`src/rtl/dmem_cache.sv`:
```
// Direct-mapped, write-through, no-write-allocate data cache with one-word lines.
// Core-side zero-latency load hits; backing memory reached through a single-outstanding req/ack port.
module dmem_cache #(
  parameter int unsigned LINES = 16,
  parameter int unsigned CNT_W = 16
) (
  input  logic             clk,
  input  logic             reset,
  input  logic             cpu_re,
  input  logic             cpu_we,
  input  logic [31:0]      cpu_addr,
  input  logic [31:0]      cpu_wdata,
  output logic [31:0]      cpu_rdata,
  output logic             cpu_stall,
  output logic             mem_req,
  output logic             mem_we,
  output logic [31:0]      mem_addr,
  output logic [31:0]      mem_wdata,
  input  logic [31:0]      mem_rdata,
  input  logic             mem_ack,
  input  logic             inv_all,
  output logic [CNT_W-1:0] hit_cnt,
  output logic [CNT_W-1:0] miss_cnt
);

  localparam int unsigned IDX_W = $clog2(LINES);
  localparam int unsigned TAG_W = 32 - IDX_W - 2;

  typedef enum logic [1:0] {IDLE, RFILL, WRITE, WDONE} state_t;

  state_t           state, state_nxt;
  logic [LINES-1:0] valid;
  logic [TAG_W-1:0] tag_mem  [LINES];
  logic [31:0]      data_mem [LINES];
  logic             refill, refill_nxt;

  logic [IDX_W-1:0] idx, lidx;
  logic [TAG_W-1:0] tag, ltag;
  logic             hit, lhit;
  logic             mem_req_nxt, mem_we_nxt;
  logic             latch, fill, wupd, inv, hit_inc, miss_inc;
  logic             unused_addr_bits;

  // Live request decodes from the core; latched decodes from the outstanding memory address.
  assign idx  = cpu_addr[IDX_W+1:2];
  assign tag  = cpu_addr[31:IDX_W+2];
  assign lidx = mem_addr[IDX_W+1:2];
  assign ltag = mem_addr[31:IDX_W+2];
  assign hit  = valid[idx] && (tag_mem[idx] == tag);
  assign lhit = valid[lidx] && (tag_mem[lidx] == ltag);
  assign unused_addr_bits = ^cpu_addr[1:0];

  always_comb begin
    state_nxt   = state;
    mem_req_nxt = mem_req;
    mem_we_nxt  = mem_we;
    refill_nxt  = 1'b0;
    latch       = 1'b0;
    fill        = 1'b0;
    wupd        = 1'b0;
    inv         = 1'b0;
    hit_inc     = 1'b0;
    miss_inc    = 1'b0;
    cpu_stall   = 1'b0;
    cpu_rdata   = '0;
    case (state)
      IDLE: begin
        inv = inv_all;
        if (cpu_we) begin
          cpu_stall   = 1'b1;
          latch       = 1'b1;
          mem_req_nxt = 1'b1;
          mem_we_nxt  = 1'b1;
          state_nxt   = WRITE;
        end else if (cpu_re) begin
          if (hit) begin
            cpu_rdata = data_mem[idx];
            // The re-presented load right after a refill was already counted as a miss.
            hit_inc   = !refill;
          end else begin
            cpu_stall   = 1'b1;
            latch       = 1'b1;
            miss_inc    = 1'b1;
            mem_req_nxt = 1'b1;
            mem_we_nxt  = 1'b0;
            state_nxt   = RFILL;
          end
        end
      end
      RFILL: begin
        cpu_stall = 1'b1;
        if (mem_req && mem_ack) begin
          fill        = 1'b1;
          refill_nxt  = 1'b1;
          mem_req_nxt = 1'b0;
          state_nxt   = IDLE;
        end
      end
      WRITE: begin
        cpu_stall = 1'b1;
        if (mem_req && mem_ack) begin
          wupd        = lhit;
          mem_req_nxt = 1'b0;
          mem_we_nxt  = 1'b0;
          state_nxt   = WDONE;
        end
      end
      WDONE:   state_nxt = IDLE;
      default: state_nxt = IDLE;
    endcase
  end

  // Control, handshake and counter registers.
  always_ff @(posedge clk) begin
    if (reset) begin
      state     <= IDLE;
      valid     <= '0;
      refill    <= 1'b0;
      mem_req   <= 1'b0;
      mem_we    <= 1'b0;
      mem_addr  <= '0;
      mem_wdata <= '0;
      hit_cnt   <= '0;
      miss_cnt  <= '0;
    end else begin
      state   <= state_nxt;
      refill  <= refill_nxt;
      mem_req <= mem_req_nxt;
      mem_we  <= mem_we_nxt;
      if (latch) begin
        mem_addr <= {cpu_addr[31:2], 2'b00};
        if (cpu_we) mem_wdata <= cpu_wdata;
      end
      if (inv) valid <= '0;
      if (fill) valid[lidx] <= 1'b1;
      if (hit_inc && !(&hit_cnt)) hit_cnt <= hit_cnt + CNT_W'(1);
      if (miss_inc && !(&miss_cnt)) miss_cnt <= miss_cnt + CNT_W'(1);
    end
  end

  // Tag/data arrays need no reset; valid bits gate every use.
  always_ff @(posedge clk) begin
    if (fill) begin
      tag_mem[lidx]  <= ltag;
      data_mem[lidx] <= mem_rdata;
    end else if (wupd) begin
      data_mem[lidx] <= mem_wdata;
    end
  end

endmodule

```
`config.mk`:
```
export PLATFORM = sky130hd
export DESIGN_NAME = dmem_cache
export DESIGN_NICKNAME = d
export VERILOG_FILES = /design/src/rtl/dmem_cache.sv
export SDC_FILE = /design/constraint.sdc
export NUM_CORES = 1
export LEC_CHECK = 0
export BUFFER_PORTS_ARGS = -buffer_cell sky130_fd_sc_hd__buf_2
export CAP_MARGIN = 15
export CORE_MARGIN = 2
export CORE_UTILIZATION = 35
export CTS_CLUSTER_SIZE = 25
export DETAILED_ROUTE_END_ITERATION = 6
export PLACE_DENSITY = 0.6
export SKIP_LAST_GASP = 1
export SLEW_MARGIN = 20
export SYNTH_ARGS = -nofsm -noshare
export SYNTH_HDL_FRONTEND = slang
export SYNTH_SLANG_ARGS = --single-unit
```
`constraint.sdc`:
```
create_clock -name clk -period 6.5 [get_ports clk]
set_clock_uncertainty 0.05 [all_clocks]
set_input_delay 1.3 -clock clk [delete_from_list [all_inputs] [get_ports clk]]
set_output_delay 1.3 -clock clk [all_outputs]
set_load 0.05 [all_outputs]
```
==> run metrics <==
hold_ws 0.421 ns; RSZ-0062 raised after global routing yes; combinational group share of total power 13.7%; antenna violations before repair 7; Global Route Usage Sum 18.3%; post-synthesis sequential area ratio 67.0%; pre-CTS WS 0.0239 ns; Mapped Area 0.0451 mm2; CP max FO 34; DRT antenna net count 0; drt drc 0; status completed; crit path time final 6.41 ns; commonest non-fill, non-tap cell in the layout edfxtp_1; Sw Pwr 4.38 mW; initial drt markers 2,477; ys async rst share 0%; Slew Limit Headroom 26.2%; Fin. Hold Viols 0; Synth Area per Inst 18.7 um2; via count 24,980; Cell Int Power 12.2 mW; port buffer count 228; CTS Buf Count 110; hpwl dp 71,400 um; CP Class input pin to output port; Static Leak 17.4 nW; Core Area 0.128 mm2; Setup-failing EPs final 0; Syn Inst Count 2,417; vias per cell 5.60; Die X 363 um; CP max stage delay 0.57 ns; Max Freq 0.156 GHz; TritonRoute pass-1 iters 5; Clk pwr share 38.8%; Root Buffer clkbuf_16; crit path cell chain buf_6, buf_4, mux4_2, mux4_2, xnor2_1, buf_4, and2_1, o2111a_1, nand4_1, or3_2, buf_12, nor2b_1, buf_2; worst-margin pin slew 1.11 ns; clock sinks 1,047; #FFs+latches synth 1,047; period utilization 98.7%; Power Dens Cells 315 mW/mm2; gp weighted congestion 0.841; vias in the first global route 25,851; most frequent cells in the layout 928 x edfxtp_1, 380 x mux4_2, 221 x buf_2; num ports 233; sw frac 26.4%; gr busiest metal met2; clock-pin slew on the worst setup and hold paths 0.06 ns; met2 layer usage reported by global route 30.4%; WL/cell 27.2 um; Hold Path Class flip-flop to flip-flop; Critical-path top delay cell or3_2; clk buf depth 3; Filler Cell Count 11,179; Area Growth Syn to Fin 17.0%; top_reg_cell synth edfxtp_1; WL final 121,000 um; startpoint types input pin; Ys Warns 0; critical path arrival 5.06 ns; met1 GRT Util 24.7%; clk_lat worst skew 0.75 ns; crit end category output port; CTS tree done; maxcap violations 0; number of synthesized flops with an enable pin 928; row cnt 131; GR Overflow Total 0; Die Ht 363 um; Layout Nets 2,816; first-pass GRT wire length 177,000 um; GR met3 Demand/Resource 3.45%; final worst setup slack 0.0859 ns; die area 0.132 mm2; htree depth 3; Synth cell types 68; Pins Over Slew Limit 0; largest net degree at the start of global routing 130; layout cells sized above 1 34.0%; sequential share of power 47.5%; Worst R2R Setup Slack 1.53 ns; Post-CTS Setup Bufs 0; Required @ worst endpoint 5.15 ns; Worst VDD drop 0.246 mV; Initial Util 35.3%
kinds of logic (layout without fill, tap and decap cells):
family,Yosys count,count (layout),share of synthesized area [%]
other,1,3,0.00831
DFF,1047,1047,67.0
xor gates and xnor gates,53,53,1.03
adders and majority gates,6,6,0.166
and+or+nand+nor,435,435,4.78
muxes,565,565,23.2
AOI/OAI and AO/OA,147,147,2.12
buffers and inverters,163,546,1.65
area by class of cell:
cell class	instances	area (um2)	area share (%)
Antenna cell	1	2.50	0.00474
Clock buffer	143	3040	5.76
Clock inverter	62	736	1.39
Inverter	8	31.3	0.0593
Multi-Input combinational cell	1208	14400	27.3
Sequential cell	1047	30300	57.3
Tap cell	1662	2080	3.94
Timing Repair Buffer	333	2220	4.22
power by group through the flow:
stage / Sequential, mW / Combinational [mW] / Clock [mW]
floorplan: 8.14 / 1.39 / 0
global placement: 8.01 / 2.24 / 0
detailed placement: 8.04 / 2.28 / 0
CTS: 7.90 / 2.29 / 6.59
global route: 7.93 / 2.41 / 6.85
finish: 7.89 / 2.27 / 6.45
flip-flops by register name (all words and copies together) (netlist names), named ones only:
signal and count:
data_mem 512, tag_mem 416, mem_wdata 32, mem_addr 30, hit_cnt 16, miss_cnt 16
valid 16, state 2, mem_req 1, mem_we 1, refill 1
worst paths after layout:
| check | start | end | cells after the start |
|---|---|---|---|
| max | cpu_addr[3] | cpu_rdata[21] | 13 |
| min | mem_wdata[17] | mem_wdata[17] | 2 |
| max reg2reg | flip-flop | data_mem[8][30] | 12 |
| min reg2reg | mem_wdata[17] | mem_wdata[17] | 2 |
critical path: cells and delay by family:
family | cells | cell delay [ns]
buffers and inverters | 5 | 1.22
XOR/XNOR | 1 | 0.26
multiplexers | 2 | 0.83
AO/OA/AOI/OAI | 1 | 0.21
AND/OR/NAND/NOR | 4 | 1.14
cell usage after synthesis (4+ instances only):
library cell	count	area share (%)
o31ai_1	8	0.13
nor4_1	7	0.097
a31oi_1	5	0.069
or3_1	5	0.069
edfxtp_1	928	62
clkbuf_1	79	0.66
or2_2	9	0.12
nor2_1	76	0.63
nand4_1	18	0.25
nand2b_1	12	0.17
nand3_1	19	0.21
ha_1	6	0.17
xor2_1	8	0.16
mux4_2	380	19
a221oi_1	5	0.097
mux2i_1	139	3.1
a22oi_1	14	0.23
mux2_1	44	1.1
or4_1	6	0.10
and3_1	16	0.22
buf_4	17	0.28
o41ai_1	5	0.097
o21ai_0	7	0.078
dfxtp_1	119	5.3
nor3_1	16	0.18
buf_1	18	0.15
nor2b_1	61	0.85
nand2_1	162	1.3
buf_2	38	0.42
a21oi_1	67	0.74
o311ai_0	4	0.078
and4_1	6	0.12
and2_1	9	0.12
inv_1	7	0.058
xnor2_1	45	0.87
timing repair:
action	4_1_cts	5_1_grt
gates resized for setup	0	6
hold buffers	0	0
endpoints found under the setup margin	0	33
layer usage:
metal	part of all wire, %	wire (um)	up-vias
met5	0.034	41	-
met4	2.0	2470	6
met2	49	59700	944
li1	-	-	10491
met1	41	50300	13360
met3	7.2	8720	179
stage by stage:
stage          setup TNS [ns]  cell area, um2  utilization [%]  std cells  power [mW]
2_1_floorplan               0           45100                -       2418        9.52
3_3_place_gp                0           49000             38.3       4258        10.2
3_5_place_dp                0           49000             38.3       4258        10.3
4_1_cts                     0           52700             41.3       4463        16.8
5_1_grt               -0.0278           52800             41.3       4463        17.2
6_report                    0           52800             41.3       4464        16.6
No activity file was read; power rests on OpenSTA's default activity.
